$ cat src/rtl/systolic_ctrl_pkg.sv
// rtl/systolic_ctrl_pkg.sv - shared state encoding, width helpers and timing constants for the tile controller
package systolic_ctrl_pkg;

  typedef enum logic [2:0] {
    IDLE = 3'd0,
    LOAD = 3'd1,
    WAIT = 3'd2,
    ROLL = 3'd3,
    DONE = 3'd4
  } state_e;

  // Result rows start draining one cycle after the array has filled.
  localparam int WRITE_START_OFFSET = 1;

  function automatic int addr_w(input int n);
    return $clog2(3 * n);
  endfunction

  function automatic int cyc_w(input int n);
    return $clog2(2 * n + 1);
  endfunction

  function automatic int row_w(input int n);
    return $clog2(n);
  endfunction

  function automatic int tile_w(input int m);
    return (m <= 1) ? 1 : $clog2(m);
  endfunction

endpackage

$ cat src/rtl/systolic_tile_controller_if.sv
// rtl/systolic_tile_controller_if.sv - job control and array/SRAM sequencing signals of the tile controller
interface systolic_tile_controller_if
  import systolic_ctrl_pkg::*;
#(
  parameter int ARRAY_SIZE = 32,
  parameter int MAX_TILES  = 4
);
  localparam int ADDR_W = addr_w(ARRAY_SIZE);
  localparam int CYC_W  = cyc_w(ARRAY_SIZE);
  localparam int ROW_W  = row_w(ARRAY_SIZE);
  localparam int TILE_W = tile_w(MAX_TILES);

  logic              start;
  logic [TILE_W-1:0] num_tiles_m1;
  logic              stall;
  logic              abort;
  logic              busy;
  logic [ADDR_W-1:0] addr_serial_num;
  logic              alu_en;
  logic [CYC_W-1:0]  cycle_num;
  logic [ROW_W-1:0]  row_index;
  logic [TILE_W-1:0] tile_index;
  logic              sram_write_enable;
  logic              done;

  modport master (
    output start, num_tiles_m1, stall, abort,
    input  busy, addr_serial_num, alu_en, cycle_num, row_index, tile_index,
           sram_write_enable, done
  );

  modport slave (
    input  start, num_tiles_m1, stall, abort,
    output busy, addr_serial_num, alu_en, cycle_num, row_index, tile_index,
           sram_write_enable, done
  );

endinterface

$ cat src/rtl/systolic_tile_controller.sv
// rtl/systolic_tile_controller.sv - sequences 1..MAX_TILES tiles through an NxN systolic array with stall and abort
module systolic_tile_controller
  import systolic_ctrl_pkg::*;
#(
  parameter int ARRAY_SIZE = 32,
  parameter int MAX_TILES  = 4
) (
  input  logic                         clk,
  input  logic                         rst_n,
  systolic_tile_controller_if.slave    bus
);
  localparam int N      = ARRAY_SIZE;
  localparam int ADDR_W = addr_w(N);
  localparam int CYC_W  = cyc_w(N);
  localparam int ROW_W  = row_w(N);
  localparam int TILE_W = tile_w(MAX_TILES);

  localparam logic [CYC_W-1:0]  WR_START = CYC_W'(N + WRITE_START_OFFSET);
  localparam logic [CYC_W-1:0]  LAST_CYC = CYC_W'(N + WRITE_START_OFFSET + N - 1);
  localparam logic [ADDR_W-1:0] ADDR_MAX = ADDR_W'(3 * N - 1);
  localparam logic [ROW_W-1:0]  ROW_LAST = ROW_W'(N - 1);

  state_e            r_state;
  logic [ADDR_W-1:0] r_addr;
  logic [CYC_W-1:0]  r_cyc;
  logic [ROW_W-1:0]  r_row;
  logic [TILE_W-1:0] r_tile;
  logic [TILE_W-1:0] r_cnt;
  logic              r_busy;
  logic              r_done;

  state_e            w_state_nx;
  logic [ADDR_W-1:0] w_addr_nx;
  logic [CYC_W-1:0]  w_cyc_nx;
  logic [ROW_W-1:0]  w_row_nx;
  logic [TILE_W-1:0] w_tile_nx;
  logic [TILE_W-1:0] w_cnt_nx;
  logic              w_roll_go;
  logic              w_wr;

  assign w_roll_go = (r_state == ROLL) && !bus.stall;
  assign w_wr      = w_roll_go && (r_cyc >= WR_START);

  always_comb begin
    w_state_nx = r_state;
    w_addr_nx  = r_addr;
    w_cyc_nx   = r_cyc;
    w_row_nx   = r_row;
    w_tile_nx  = r_tile;
    w_cnt_nx   = r_cnt;
    if (bus.abort) begin
      w_state_nx = IDLE;
      w_addr_nx  = '0;
      w_cyc_nx   = '0;
      w_row_nx   = '0;
      w_tile_nx  = '0;
      w_cnt_nx   = '0;
    end else begin
      case (r_state)
        IDLE: if (bus.start) begin
          w_state_nx = LOAD;
          w_cnt_nx   = bus.num_tiles_m1;
          w_tile_nx  = '0;
          w_addr_nx  = '0;
          w_cyc_nx   = '0;
          w_row_nx   = '0;
        end
        LOAD: begin
          w_state_nx = WAIT;
          w_addr_nx  = ADDR_W'(1);
        end
        WAIT: begin
          w_state_nx = ROLL;
          w_addr_nx  = ADDR_W'(2);
          w_cyc_nx   = '0;
        end
        ROLL: if (w_roll_go) begin
          w_cyc_nx  = r_cyc + CYC_W'(1);
          w_addr_nx = (r_addr == ADDR_MAX) ? r_addr : r_addr + ADDR_W'(1);
          if (w_wr) w_row_nx = (r_row == ROW_LAST) ? '0 : r_row + ROW_W'(1);
          // Last row written: wrap into the next tile or finish the job.
          if (r_cyc == LAST_CYC) begin
            w_cyc_nx  = '0;
            w_addr_nx = '0;
            if (r_tile < r_cnt) begin
              w_state_nx = LOAD;
              w_tile_nx  = r_tile + TILE_W'(1);
            end else begin
              w_state_nx = DONE;
            end
          end
        end
        DONE: w_state_nx = IDLE;
        default: w_state_nx = IDLE;
      endcase
    end
  end

  always_ff @(posedge clk) begin
    if (!rst_n) begin
      r_state <= IDLE;
      r_addr  <= '0;
      r_cyc   <= '0;
      r_row   <= '0;
      r_tile  <= '0;
      r_cnt   <= '0;
      r_busy  <= 1'b0;
      r_done  <= 1'b0;
    end else begin
      r_state <= w_state_nx;
      r_addr  <= w_addr_nx;
      r_cyc   <= w_cyc_nx;
      r_row   <= w_row_nx;
      r_tile  <= w_tile_nx;
      r_cnt   <= w_cnt_nx;
      r_busy  <= (w_state_nx != IDLE);
      r_done  <= (w_state_nx == DONE);
    end
  end

  assign bus.busy              = r_busy;
  assign bus.done              = r_done;
  assign bus.addr_serial_num   = r_addr;
  assign bus.cycle_num         = r_cyc;
  assign bus.row_index         = r_row;
  assign bus.tile_index        = r_tile;
  assign bus.alu_en            = w_roll_go;
  assign bus.sram_write_enable = w_wr;

endmodule

$ cat src/flat_wrapper.sv
// flat-port wrapper written by rule: the top's interface ports become plain ports
module systolic_tile_controller_flat import systolic_ctrl_pkg::*;
#(
  parameter int ARRAY_SIZE = 32,
  parameter int MAX_TILES  = 4
)
  (clk, rst_n, bus_start, bus_num_tiles_m1, bus_stall, bus_abort, bus_busy, bus_addr_serial_num, bus_alu_en, bus_cycle_num, bus_row_index, bus_tile_index, bus_sram_write_enable, bus_done);
  systolic_tile_controller_if #(.ARRAY_SIZE(ARRAY_SIZE), .MAX_TILES(MAX_TILES)) bus_i ();
  input  logic clk;
  input  logic rst_n;
  input wire logic [$bits(bus_i.start)-1:0] bus_start;
  input wire logic [$bits(bus_i.num_tiles_m1)-1:0] bus_num_tiles_m1;
  input wire logic [$bits(bus_i.stall)-1:0] bus_stall;
  input wire logic [$bits(bus_i.abort)-1:0] bus_abort;
  output wire logic [$bits(bus_i.busy)-1:0] bus_busy;
  output wire logic [$bits(bus_i.addr_serial_num)-1:0] bus_addr_serial_num;
  output wire logic [$bits(bus_i.alu_en)-1:0] bus_alu_en;
  output wire logic [$bits(bus_i.cycle_num)-1:0] bus_cycle_num;
  output wire logic [$bits(bus_i.row_index)-1:0] bus_row_index;
  output wire logic [$bits(bus_i.tile_index)-1:0] bus_tile_index;
  output wire logic [$bits(bus_i.sram_write_enable)-1:0] bus_sram_write_enable;
  output wire logic [$bits(bus_i.done)-1:0] bus_done;
  assign bus_i.start = bus_start;
  assign bus_i.num_tiles_m1 = bus_num_tiles_m1;
  assign bus_i.stall = bus_stall;
  assign bus_i.abort = bus_abort;
  assign bus_busy = bus_i.busy;
  assign bus_addr_serial_num = bus_i.addr_serial_num;
  assign bus_alu_en = bus_i.alu_en;
  assign bus_cycle_num = bus_i.cycle_num;
  assign bus_row_index = bus_i.row_index;
  assign bus_tile_index = bus_i.tile_index;
  assign bus_sram_write_enable = bus_i.sram_write_enable;
  assign bus_done = bus_i.done;
  systolic_tile_controller #(.ARRAY_SIZE(ARRAY_SIZE), .MAX_TILES(MAX_TILES)) u_core (.clk(clk), .rst_n(rst_n), .bus(bus_i));
endmodule
$ cat config.mk
export PLATFORM = sky130hd
export DESIGN_NAME = systolic_tile_controller_flat
export DESIGN_NICKNAME = d
export VERILOG_FILES = /design/src/rtl/systolic_ctrl_pkg.sv /design/src/rtl/systolic_tile_controller_if.sv /design/src/rtl/systolic_tile_controller.sv /design/src/flat_wrapper.sv
export SDC_FILE = /design/constraint.sdc
export NUM_CORES = 1
export LEC_CHECK = 0
export CORE_ASPECT_RATIO = 1.75
export CORE_MARGIN = 3
export CORE_UTILIZATION = 30
export DETAILED_ROUTE_END_ITERATION = 8
export PLACE_DENSITY_LB_ADDON = 0.15
export SKIP_CTS_REPAIR_TIMING = 1
export SLEW_MARGIN = 5
export SYNTH_ARGS = -nofsm -noshare
export SYNTH_HDL_FRONTEND = slang
export SYNTH_SLANG_ARGS = --single-unit
$ cat constraint.sdc
create_clock -name clk -period 3.5 [get_ports clk]
set_input_delay 1.05 -clock clk [delete_from_list [all_inputs] [get_ports clk]]
set_output_delay 1.05 -clock clk [all_outputs]
set_load 0.01 [all_outputs]
---- Word level (Yosys, flattened, before mapping) ----
Cells that the tools add are included.
storage, ports and cells
  flip-flop bits (word level) ............. 28
  bits in latches ......................... 0
  memory bits (writable) .................. 0
  bits in read-only memories .............. 0
  input bits .............................. 7
  output and inout port bits .............. 25
  logic and storage cells ................. 66
  memories ................................ 0
operators by class
  add/subtract/negate cells ............... 4
  $mul .................................... 0
  divide/modulo/power cells ............... 0
  magnitude comparators ................... 2
  equality and inequality tests ........... 13
  shift operators ......................... 0
  multiplexer cells ....................... 24
  bitwise gates (word level) .............. 1
  reductions and logical operators ........ 14
operator list
  kind                   count
  $mux W7                6
  $pmux W7 S4            1
  $pmux W7 S3            1
  $mux W5                4
  $mux W3                5
  $add A7 B1 Y7 const B  2
  $eq A7 B7 Y1 const B   2
  $pmux W3 S4            1
  $pmux W5 S2            1
  $mux W2                4
  $ne A2 B2 Y1 const B   4
  $reduce_and A4 Y1      2
  $ge A7 B6 Y1 const B   1
  $eq A3 B2 Y1 const B   2
  $reduce_bool A3 Y1     2
  $add A5 B1 Y5 const B  1
  $eq A5 B5 Y1 const B   1
  $reduce_and A5 Y1      1
  $pmux W2 S2            1
  $reduce_bool A4 Y1     1
  $eq A3 B1 Y1 const B   1
  $eq A3 B3 Y1 const B   1
  $logic_not A3 Y1       1
  $ne A3 B3 Y1 const B   1
  other kinds (10)       11

---- Logic depth before layout (Yosys ltp) ----
Gate-level depths: netlist of run 1.
  depth after elaboration ................. 7
  depth in mapped cells ................... 7

---- Worst setup path before layout of run 1 ----
No wires, ideal clock.
  path kind ............................... input port to output port
  start ................................... input port bus_stall
  end ..................................... output port bus_sram_write_enable
  arrival time ............................ 1610 ps
  data required time ...................... 2450 ps
  setup slack ............................. 840 ps
  cell stages on the path ................. 3
  buffers on the path ..................... 1
  cell sequence ........................... buf_6 > a211o_1 > nor2_1
between the ends
  word-level cells in the longest chain between the ends .. 3
ends and longest elaborated chain
  item                 RTL line                        RTL
  start: declaration   flat_wrapper.sv:13              input wire logic [$bits(bus_i.stall)-1:0] bus_stall;
  $logic_not A1 Y1     systolic_tile_controller.sv:41  assign w_roll_go = (r_state == ROLL) && !bus.stall;
  $logic_and A1 B1 Y1  systolic_tile_controller.sv:41
  $logic_and A1 B1 Y1  systolic_tile_controller.sv:42  assign w_wr = w_roll_go && (r_cyc >= WR_START);
  end: declaration     flat_wrapper.sv:21              output wire logic [$bits(bus_i.sram_write_enable)-1:0] bus_sram_write_enable;
Every way passes these cells.

---- Worst setup path in the final report of run 1 ----
  start ................................... input port bus_stall
  end ..................................... output port bus_alu_en
between the ends
  word-level cells in the longest chain between the ends .. 2
ends and longest elaborated chain
  item                 RTL line                        RTL
  $logic_not A1 Y1     systolic_tile_controller.sv:41
  $logic_and A1 B1 Y1  systolic_tile_controller.sv:41
  end: declaration     flat_wrapper.sv:17              output wire logic [$bits(bus_i.alu_en)-1:0] bus_alu_en;
Every way passes these cells.

==> results of run 1 <==
-- layout by cell type (no fill, tap or decap), types with 2 or more instances in the layout --
| master | n |
|---|---|
| clkdlybuf4s50_1 | 29 |
| dfxtp_1 | 28 |
| nand2_1 | 12 |
| nor2_1 | 11 |
| inv_1 | 10 |
| o21ai_0 | 10 |
| a21oi_1 | 8 |
| o211ai_1 | 8 |
| nand3_1 | 7 |
| ha_1 | 7 |
| and3_1 | 5 |
| nand2b_1 | 5 |
| nor3b_1 | 5 |
| a32o_1 | 5 |
| mux2i_1 | 5 |
| buf_4 | 5 |
| nor3_1 | 4 |
| and3b_1 | 4 |
| o22ai_1 | 4 |
| clkbuf_8 | 4 |
| nand3b_1 | 3 |
| a21oi_2 | 3 |
| a2111oi_0 | 2 |
| a31o_2 | 2 |
| a2111oi_2 | 2 |
| a311oi_1 | 2 |
| dlymetal6s2s_1 | 2 |
-- cell usage after synthesis (2+ instances only) --
cell	number	share of area
a31o_2	2	0.011
a2111oi_2	2	0.019
inv_1	10	0.023
nor2_1	11	0.026
o21ai_0	10	0.031
buf_2	4	0.012
nor3_1	4	0.012
a21oi_1	8	0.025
mux2i_1	5	0.031
and3b_1	4	0.022
a21oi_2	3	0.016
and3_1	5	0.019
ha_1	7	0.054
nor3b_1	5	0.023
nand3b_1	3	0.014
a32o_1	5	0.031
nand2b_1	5	0.019
dfxtp_1	28	0.35
nand3_1	7	0.022
o211ai_1	8	0.037
o22ai_1	4	0.015
clkbuf_1	3	0.0070
a2111oi_0	2	0.011
a311oi_1	2	0.011
nand2_1	12	0.028
-- metal layers --
layer	routed length, um	part of all wire	global-route usage	up-vias
met2	2180	0.52	0.245	25
met5	0	0	0	-
met1	1830	0.44	0.172	703
li1	-	-	-	766
met4	82	0.020	0.0588	0
met3	100	0.024	0.0161	7
-- through the flow --
step,setup TNS [ps],utilization,setup WS (ps),power (W)
floorplan,0,-,840,0.000364
global placement,0,0.389,0.848,0.000385
detailed placement,-5.84,0.389,-5.84,0.000385
CTS,-17.6,0.400,-12.8,0.000595
global route,0,0.400,307,0.000607
finish,0,0.400,390,0.000585
-- cell type report --
type / instances / area [um2]
Fill cell: 532 / 3060
Multi-Input combinational cell: 138 / 971
Sequential cell: 28 / 561
Timing Repair Buffer: 36 / 353
Tap cell: 54 / 67.6
Clock buffer: 4 / 55.1
Inverter: 10 / 37.5
-- report_power, final --
part	switching, W	internal, W	total (W)
combinational	0.0000297	0.0000230	0.0000528
sequential	0.00000339	0.000321	0.000324
clock	0.000107	0.000101	0.000208
total	0.000140	0.000445	0.000585
-- cells by family after synthesis --
kind of cell    after synthesis  share of synthesized area
compound gates               58                      0.269
xor+xnor                      1                    0.00541
fa+ha+maj                     7                     0.0541
buf+inv                      19                     0.0541
flops                        28                      0.346
mux                           5                     0.0309
simple gates                 67                      0.240
-- flip-flops by register name (all words and copies together), names as in the netlist --
name,cells
u_core.bus.addr_serial_num,7
u_core.bus.cycle_num,7
u_core.bus.row_index,5
u_core.r_state,3
u_core.bus.tile_index,2
u_core.r_cnt,2
u_core.bus.busy,1
u_core.bus.done,1
-- path summary, 6_finish.rpt --
check | endpoint | slack [ps] | cells after the start
max | bus_alu_en | 390 | 4
min | u_core.bus.row_index[4] | 490 | 2
max reg2reg | u_core.bus.addr_serial_num[4] | 1410 | 6
min reg2reg | u_core.bus.row_index[4] | 490 | 2
-- tightest hold or removal path, delay by kind of cell (launching register included) --
kind | cells | cell delay, ps
and+or+nand+nor | 1 | 60
DFF | 1 | 340
AOI/OAI and AO/OA | 1 | 60
==> out/qor.yml, run 1 <==
yosys:
  yosysSeqAreaShare: 0.346
  synth_area_um2: 1620
  avgSynthCellArea_um2: 8.75
  synth_cell_types: 51
  synth_ff_type: "dfxtp_1"
  synth_cells: 185
  async_flop_share: 0
  ys_seq_elements: 28
  yosysWarnings: 0
  synth_edf_count: 0
  syn_nets: 199
cells_and_area:
  instances_no_fill: 270
  syn2layout_area_growth_pct: 26.3
  diodes: 0
  fin_area_um2: 2040
  layout.nets: 231
  drive_gt1_frac: 0.0926
clock_network:
  clk_path_buf_depth: 2
  cts_buffers: 3
  cts.sinks: 28
  htreeDepth: 1
  cts_tree: "built"
  cts-root-buf: "clkbuf_8"
  insertion_delay_ps: 280
  clkTransAtPathRegs_ps: 100
timing:
  fin_worst_skew_ps: 6.74
  fin_crit_ps: 3110
  tightest_slew_ps: 776
  relSlewSlack: 0.470
  hold_viol_final: 0
  holdWs_ps: 493
  timing.fmax_ghz: 0.322
  min_period_over_period: 0.889
  drv_slew: 0
  setup_viol_count_final: 0
  rsz0062_at_grt: "no"
global_route:
  grt_max_degree: 22
  antenna_found_initial: 0
  track_usage: 0.142
  overflow: 0
  grt_first_pass_wirelength_um: 6950
  first_global_vias: 1497
worst_hold_path:
  hp-start: "u_core.bus.row_index[4]"
  worstHoldPathType: "register to register"
placed_design:
  post_dp_cell_area_um2: 1980
  dp_cells: 266
  dp_hpwl_um: 3130
  io_buffers: 31
  gp_congestion: 0.750
power_and_ir_drop:
  power_density_nw_per_um2: 286
  p_leak_nw: 0.730
  ir_worst_vdd_mv: 0.184
detailed_routing:
  drt_iter0_drc: 25
  drt_wl_total_um: 4190
  vias: 1501
  antenna_left: 0
  drtPass1Iterations: 4
  drc: 0
  avgViaCountPerCell: 5.56
  wl_per_cell_um: 15.5
job:
  cap_violations: 0
floorplan:
  die_y_um: 103
  die_x_um: 61.5
  pin_count: 32
  placeableCoreArea_um2: 5100
  rows: 34
  initial_core_util: 0.317
  dieArea_um2: 6350
setup_path:
  crit_start: "bus_stall"
  worstReg2RegStart: "u_core.bus.cycle_num[0]"
  cp-end-kind: "primary output"
  cp_slowest_stage_delay_ps: 470
  crit_buf_inv: 3
  crit_chain: "clkdlybuf4s50_1 > buf_4 > nor2_1 > dlymetal6s2s_1"
  worstPathArrival_ps: 2060
  critPathSlowestCell: "clkdlybuf4s50_1"
  cp_max_fo: 8
  path_delay_family: "buffers and inverters"
  cp_data_required_time_ps: 2450
  crit_type: "input pin to primary output"
  start_kind: "input pin"
outcome:
  status: "completed"
No activity file was read; power rests on OpenSTA's default activity.
==> run 2, diff against run 1 <==
==> constraint.sdc (replaced) <==
create_clock -name clk -period 3.5 [get_ports clk]
set_input_delay 0.7 -clock clk [delete_from_list [all_inputs] [get_ports clk]]
set_output_delay 0.7 -clock clk [all_outputs]
set_load 0.01 [all_outputs]
==> run 2 against run 1 <==
Die area unchanged. Final cell count decreased by 0.74%. Core utilization shrank 0.39 points. Combinational power is 3% lower. Largest cell class unchanged. Sequential share of layout area increased by 0.27 points. Global-route usage fell by 0.39 points. Sequential cell count unchanged. Worst hold slack got worse by 1.7 ps. Critical path type unchanged. Clock power fell by 2%.
==> out/qor.yml, run 2 (synthesis results as in run 1) <==
outcome:
  status: "completed"
clock_network:
  clk_path_buf_depth: 2  # unchanged
  htreeDepth: 1  # unchanged
  cts_buffers: 3  # unchanged
  clkTransAtPathRegs_ps: 100  # about the same
  cts.sinks: 28  # unchanged
  insertion_delay_ps: 270  # about the same
  cts-root-buf: "clkbuf_8"
  cts_tree: "built"
cells_and_area:
  syn2layout_area_growth_pct: 25.0
  layout.nets: 229  # -0.87%
  diodes: 0  # unchanged
  mostFrequentLayoutCells: "clkdlybuf4s50_1 (31), dfxtp_1 (28), nand2_1 (12)"
  fin_util: 0.397  # -0.00392
  layout_commonest_cell: "clkdlybuf4s50_1"
  drive_gt1_frac: 0.0841  # -0.00848
  instances_no_fill: 268  # -0.74%
detailed_routing:
  drt_iter0_drc: 51  # +100%
  antenna_left: 0  # unchanged
  drt_wl_total_um: 4140  # -1.2%
  drc: 0  # unchanged
  wl_per_cell_um: 15.5  # -0.50%
  avgViaCountPerCell: 5.63  # +1.3%
  drtPass1Iterations: 4  # unchanged
  vias: 1509  # +0.53%
timing:
  hold_viol_final: 0  # unchanged
  timing.fmax_ghz: 0.353  # +9.7%
  fin_worst_skew_ps: 3.28  # -3.46 ps
  tightest_slew_ps: 794  # +18.3 ps
  relSlewSlack: 0.457  # -0.0125
  rsz0062_at_grt: "no"
  setup_viol_count_final: 0  # unchanged
  drv_slew: 0  # unchanged
  fin_crit_ps: 2830  # -276 ps
  min_period_over_period: 0.810  # -0.0788
  setup_tns_ps: 0  # unchanged
power_and_ir_drop:
  p_sw_w: 0.000135  # -3.4%
  power_density_nw_per_um2: 286  # about the same
  p_comb_frac: 0.089  # about the same
  p_leak_nw: 0.683  # -6.4%
  ir_worst_vdd_mv: 0.170  # -7.2%
  sequentialPowerShare: 0.560  # +0.005
  p_sw_frac: 0.233  # -0.00577
  total_power_w: 0.000578  # -1.1%
  p_int_w: 0.000443  # -0.31%
  power.share.clock: 0.351  # -0.004
setup_path:
  crit_type: "input pin to primary output"
  cp-end-kind: "primary output"
  cp_max_fo: 4  # -4
  start_kind: "input pin"
  worstPathArrival_ps: 2130  # +70 ps
  cp_data_required_time_ps: 2800  # +350 ps
worst_hold_path:
  worstHoldPathType: "register to register"
global_route:
  track_usage: 0.138  # -0.00388
  antenna_found_initial: 0  # unchanged
  first_global_vias: 1454  # -2.9%
  overflow: 0  # unchanged
  grt_first_pass_wirelength_um: 6800  # -2.1%
  grt_max_degree: 19  # -14%
placed_design:
  io_buffers: 31  # unchanged
  dp_cells: 264  # -0.75%
  dp_hpwl_um: 3100  # -1.1%
  gp_congestion: 0.779  # +3.9%
floorplan:
  pin_count: 32  # unchanged
  placeableCoreArea_um2: 5100  # unchanged
  dieArea_um2: 6350  # unchanged
  initial_core_util: 0.317  # unchanged
  rows: 34  # unchanged
  die_x_um: 61.5  # unchanged
  die_y_um: 103  # unchanged
job:
  cap_violations: 0  # unchanged
## run 2: worst paths after layout
kind	startpoint	to	slack, ps	depth (start not counted)
worst min register to register	u_core.bus.row_index[4]	u_core.bus.row_index[4]	490	2
worst max-delay path	bus_stall	bus_sram_write_enable	670	4
worst min-delay path	u_core.bus.row_index[4]	u_core.bus.row_index[4]	490	2
worst max register to register	u_core.bus.row_index[0]	u_core.bus.row_index[3]	1410	6
## run 2: layout make-up
| class | count | area, um2 |
|---|---|---|
| clock buffers | 4 | 55.1 |
| inverters | 10 | 37.5 |
| fillers | 529 | 3080 |
| well taps | 54 | 67.6 |
| repair buffers | 34 | 333 |
| flip-flops and latches | 28 | 561 |
| multi-input cells | 138 | 971 |
## run 2: routing by layer
metal | vias up | track usage | wire [um]
met3 | 4 | 0.0149 | 123
met5 | - | 0 | 0
li1 | 760 | - | -
met1 | 708 | 0.171 | 1760
met4 | 0 | 0.0441 | 53
met2 | 37 | 0.241 | 2200
## run 2: power by group through the flow
stage               Combinational (W)  Sequential (W)  Clock [W]
floorplan                   0.0000346        0.000330          0
global placement            0.0000516        0.000332          0
detailed placement          0.0000518        0.000332          0
CTS                         0.0000521        0.000324   0.000214
global route                0.0000571        0.000325   0.000224
finish                      0.0000513        0.000324   0.000203
## run 2: critical path, stage by stage
cell,delay (ps)
clkdlybuf4s50_1,460
a211o_1,310
nor2_1,110
clkdlybuf4s50_1,550
## run 2: stage by stage
step                      instance area [um2]  hold WS [ps]  worst slack, ps
after global routing                     2020           517              553
after detailed placement                 1970           485              653
final                                    2020           491              666
after global placement                   1970           482              666
after CTS                                2020           499              645
after floorplan                          1620           462             1540
==> run 3, diff against run 2 <==
==> constraint.sdc (replaced) <==
create_clock -name clk -period 2.3 [get_ports clk]
set_input_delay 0.46 -clock clk [delete_from_list [all_inputs] [get_ports clk]]
set_output_delay 0.46 -clock clk [all_outputs]
set_load 0.01 [all_outputs]
==> run 3 against run 2 <==
Worst setup slack worse by 440 ps. Sequential power up 52%. Worst hold slack better by 4.1 ps. Sequential cell count unchanged. Die area unchanged. Critical path depth up 3. Clock power up 38%. Register-to-register slack worse by 1200 ps. Routed wire length up 7.4%. Core utilization up 2.5 points. Count of clock-buffer cells in the layout down 1. Total power up 49%. Critical endpoint is now u_core.bus.addr_serial_num[4].
==> out/qor.yml, run 3 (synthesis results as in run 1) <==
outcome:
  status: "completed"
detailed_routing:
  vias: 1577  # +4.5%
  drt_wl_total_um: 4450  # +7.4%
  drt_iter0_drc: 43  # -16%
  drtPass1Iterations: 4  # unchanged
  drc: 0  # unchanged
  wl_per_cell_um: 15.7  # +1.3%
  antenna_left: 0  # unchanged
  avgViaCountPerCell: 5.55  # -1.4%
power_and_ir_drop:
  power_density_nw_per_um2: 400  # +40%
  sequentialPowerShare: 0.573  # +0.013
  p_int_w: 0.000646  # +46%
  power.share.clock: 0.325  # -0.026
  p_leak_nw: 0.801  # +17%
  p_sw_frac: 0.249  # +0.0156
  p_sw_w: 0.000214  # +59%
  ir_worst_vdd_mv: 0.185  # +8.8%
  p_comb_frac: 0.102  # +0.013
floorplan:
  placeableCoreArea_um2: 5100  # unchanged
  die_x_um: 61.5  # unchanged
  dieArea_um2: 6350  # unchanged
  initial_core_util: 0.317  # unchanged
  pin_count: 32  # unchanged
  die_y_um: 103  # unchanged
  rows: 34  # unchanged
cells_and_area:
  mostFrequentLayoutCells: "clkdlybuf4s50_1 (29), dfxtp_1 (28), buf_4 (20)"
  fillerInstances: 538  # +1.7%
  layout.nets: 246  # +7.4%
  fin_util: 0.421  # +0.0245
  instances_no_fill: 284  # +6.0%
  diodes: 0  # unchanged
  drive_gt1_frac: 0.152  # +0.0681
  layout_commonest_cell: "clkdlybuf4s50_1"
  syn2layout_area_growth_pct: 32.8
timing:
  hold_viol_final: 0  # unchanged
  holdWs_ps: 495  # +4.08 ps
  fin_worst_skew_ps: 6.36  # +3.08 ps
  setup_viol_count_final: 0  # unchanged
  setup_ws_ps: 222  # -443 ps
  fin_crit_ps: 2080
  rsz0062_at_grt: "no"
  timing.fmax_ghz: 0.481
  drv_slew: 0  # unchanged
  tightest_slew_ps: 584  # -210 ps
  relSlewSlack: 0.605  # +0.148
  min_period_over_period: 0.903
clock_network:
  cts-root-buf: "clkbuf_8"
  clk_path_buf_depth: 2  # unchanged
  insertion_delay_ps: 280  # about the same
  cts_buffers: 3  # unchanged
  clkTransAtPathRegs_ps: 100  # about the same
  cts.sinks: 28  # unchanged
  cts_tree: "built"
  htreeDepth: 1  # unchanged
global_route:
  grt_first_pass_wirelength_um: 7450  # +9.4%
  first_global_vias: 1632  # +12%
  antenna_found_initial: 0  # unchanged
  grt_max_degree: 20  # +1
  overflow: 0  # unchanged
  track_usage: 0.151  # +0.0131
worst_hold_path:
  worstHoldPathType: "register to register"
  hold-path-cell-count: 2  # unchanged
  hp-start: "u_core.bus.row_index[4]"
placed_design:
  gp_congestion: 0.794  # +1.8%
  dp_cells: 281  # +6.4%
  dp_hpwl_um: 3430  # +11%
  dp_slack_ps: -24.1  # -677 ps
  io_buffers: 31  # unchanged
setup_path:
  rr_worst_depth: 7  # +1
  critPathSlowestCell: "a21oi_2"
  worstReg2RegStart: "u_core.bus.cycle_num[0]"
  cp_slowest_stage_delay_ps: 460  # -90 ps
  crit_type: "register to register"
  cp_data_required_time_ps: 2490  # -310 ps
  worstPathArrival_ps: 2270  # +140 ps
  crit_chain: "buf_4 > inv_1 > ha_1 > and3b_1 > a21oi_2 > o21ai_0 > a311oi_1"
  cp-end-kind: "register"
  start_kind: "register"
  crit_start: "u_core.bus.cycle_num[0]"
  cp_max_fo: 9  # +5
job:
  cap_violations: 0  # unchanged
## run 3: cell type report
| cell class | count | area (um2) | share of cell area |
|---|---|---|---|
| Inverter | 10 | 37.5 | 0.0175 |
| Clock buffer | 3 | 41.3 | 0.0192 |
| Sequential cell | 28 | 561 | 0.261 |
| Multi-Input combinational cell | 138 | 977 | 0.455 |
| Tap cell | 54 | 67.6 | 0.0314 |
| Timing Repair Buffer | 51 | 465 | 0.217 |
## run 3: power by group through the flow
stage               Sequential (W)  Clock, W  Combinational [W]
finish                    0.000493  0.000280          0.0000880
global route              0.000494  0.000307          0.0000979
CTS                       0.000493  0.000292          0.0000887
detailed placement        0.000504         0          0.0000883
global placement          0.000504         0          0.0000884
floorplan                 0.000502         0          0.0000526
## run 3: stage by stage
| step | area, um2 | total power (W) | TNS, ps |
|---|---|---|---|
| finish | 2150 | 0.000861 | 0 |
| global route | 2150 | 0.000899 | 0 |
| CTS | 2140 | 0.000874 | -143 |
| detailed placement | 2100 | 0.000592 | -24.1 |
| global placement | 2100 | 0.000593 | -22.9 |
| floorplan | 1620 | 0.000555 | 0 |
## run 3: worst paths after layout
kind,slack [ps],to
setup reg to reg,220,u_core.bus.addr_serial_num[4]
setup / recovery,220,u_core.bus.addr_serial_num[4]
hold / removal,500,u_core.bus.row_index[4]
hold reg to reg,500,u_core.bus.row_index[4]
## run 3: metal layers
layer  vias up  track usage  part of all wire  routed length (um)
li1        796            -                 -                   -
met1       746        0.171              0.42                1860
met2        29        0.282              0.54                2420
met3         6       0.0112             0.021                  92
met4         0       0.0523             0.017                  76
met5         -            0                 0                   0
## run 3: worst max-delay path: cells and delay by family, from the launching register on
kind            cells  cell delay, ps
compound gates      3             950
fa+ha+maj           1             200
buf+inv             2             210
flops               1             410
simple gates        1             210
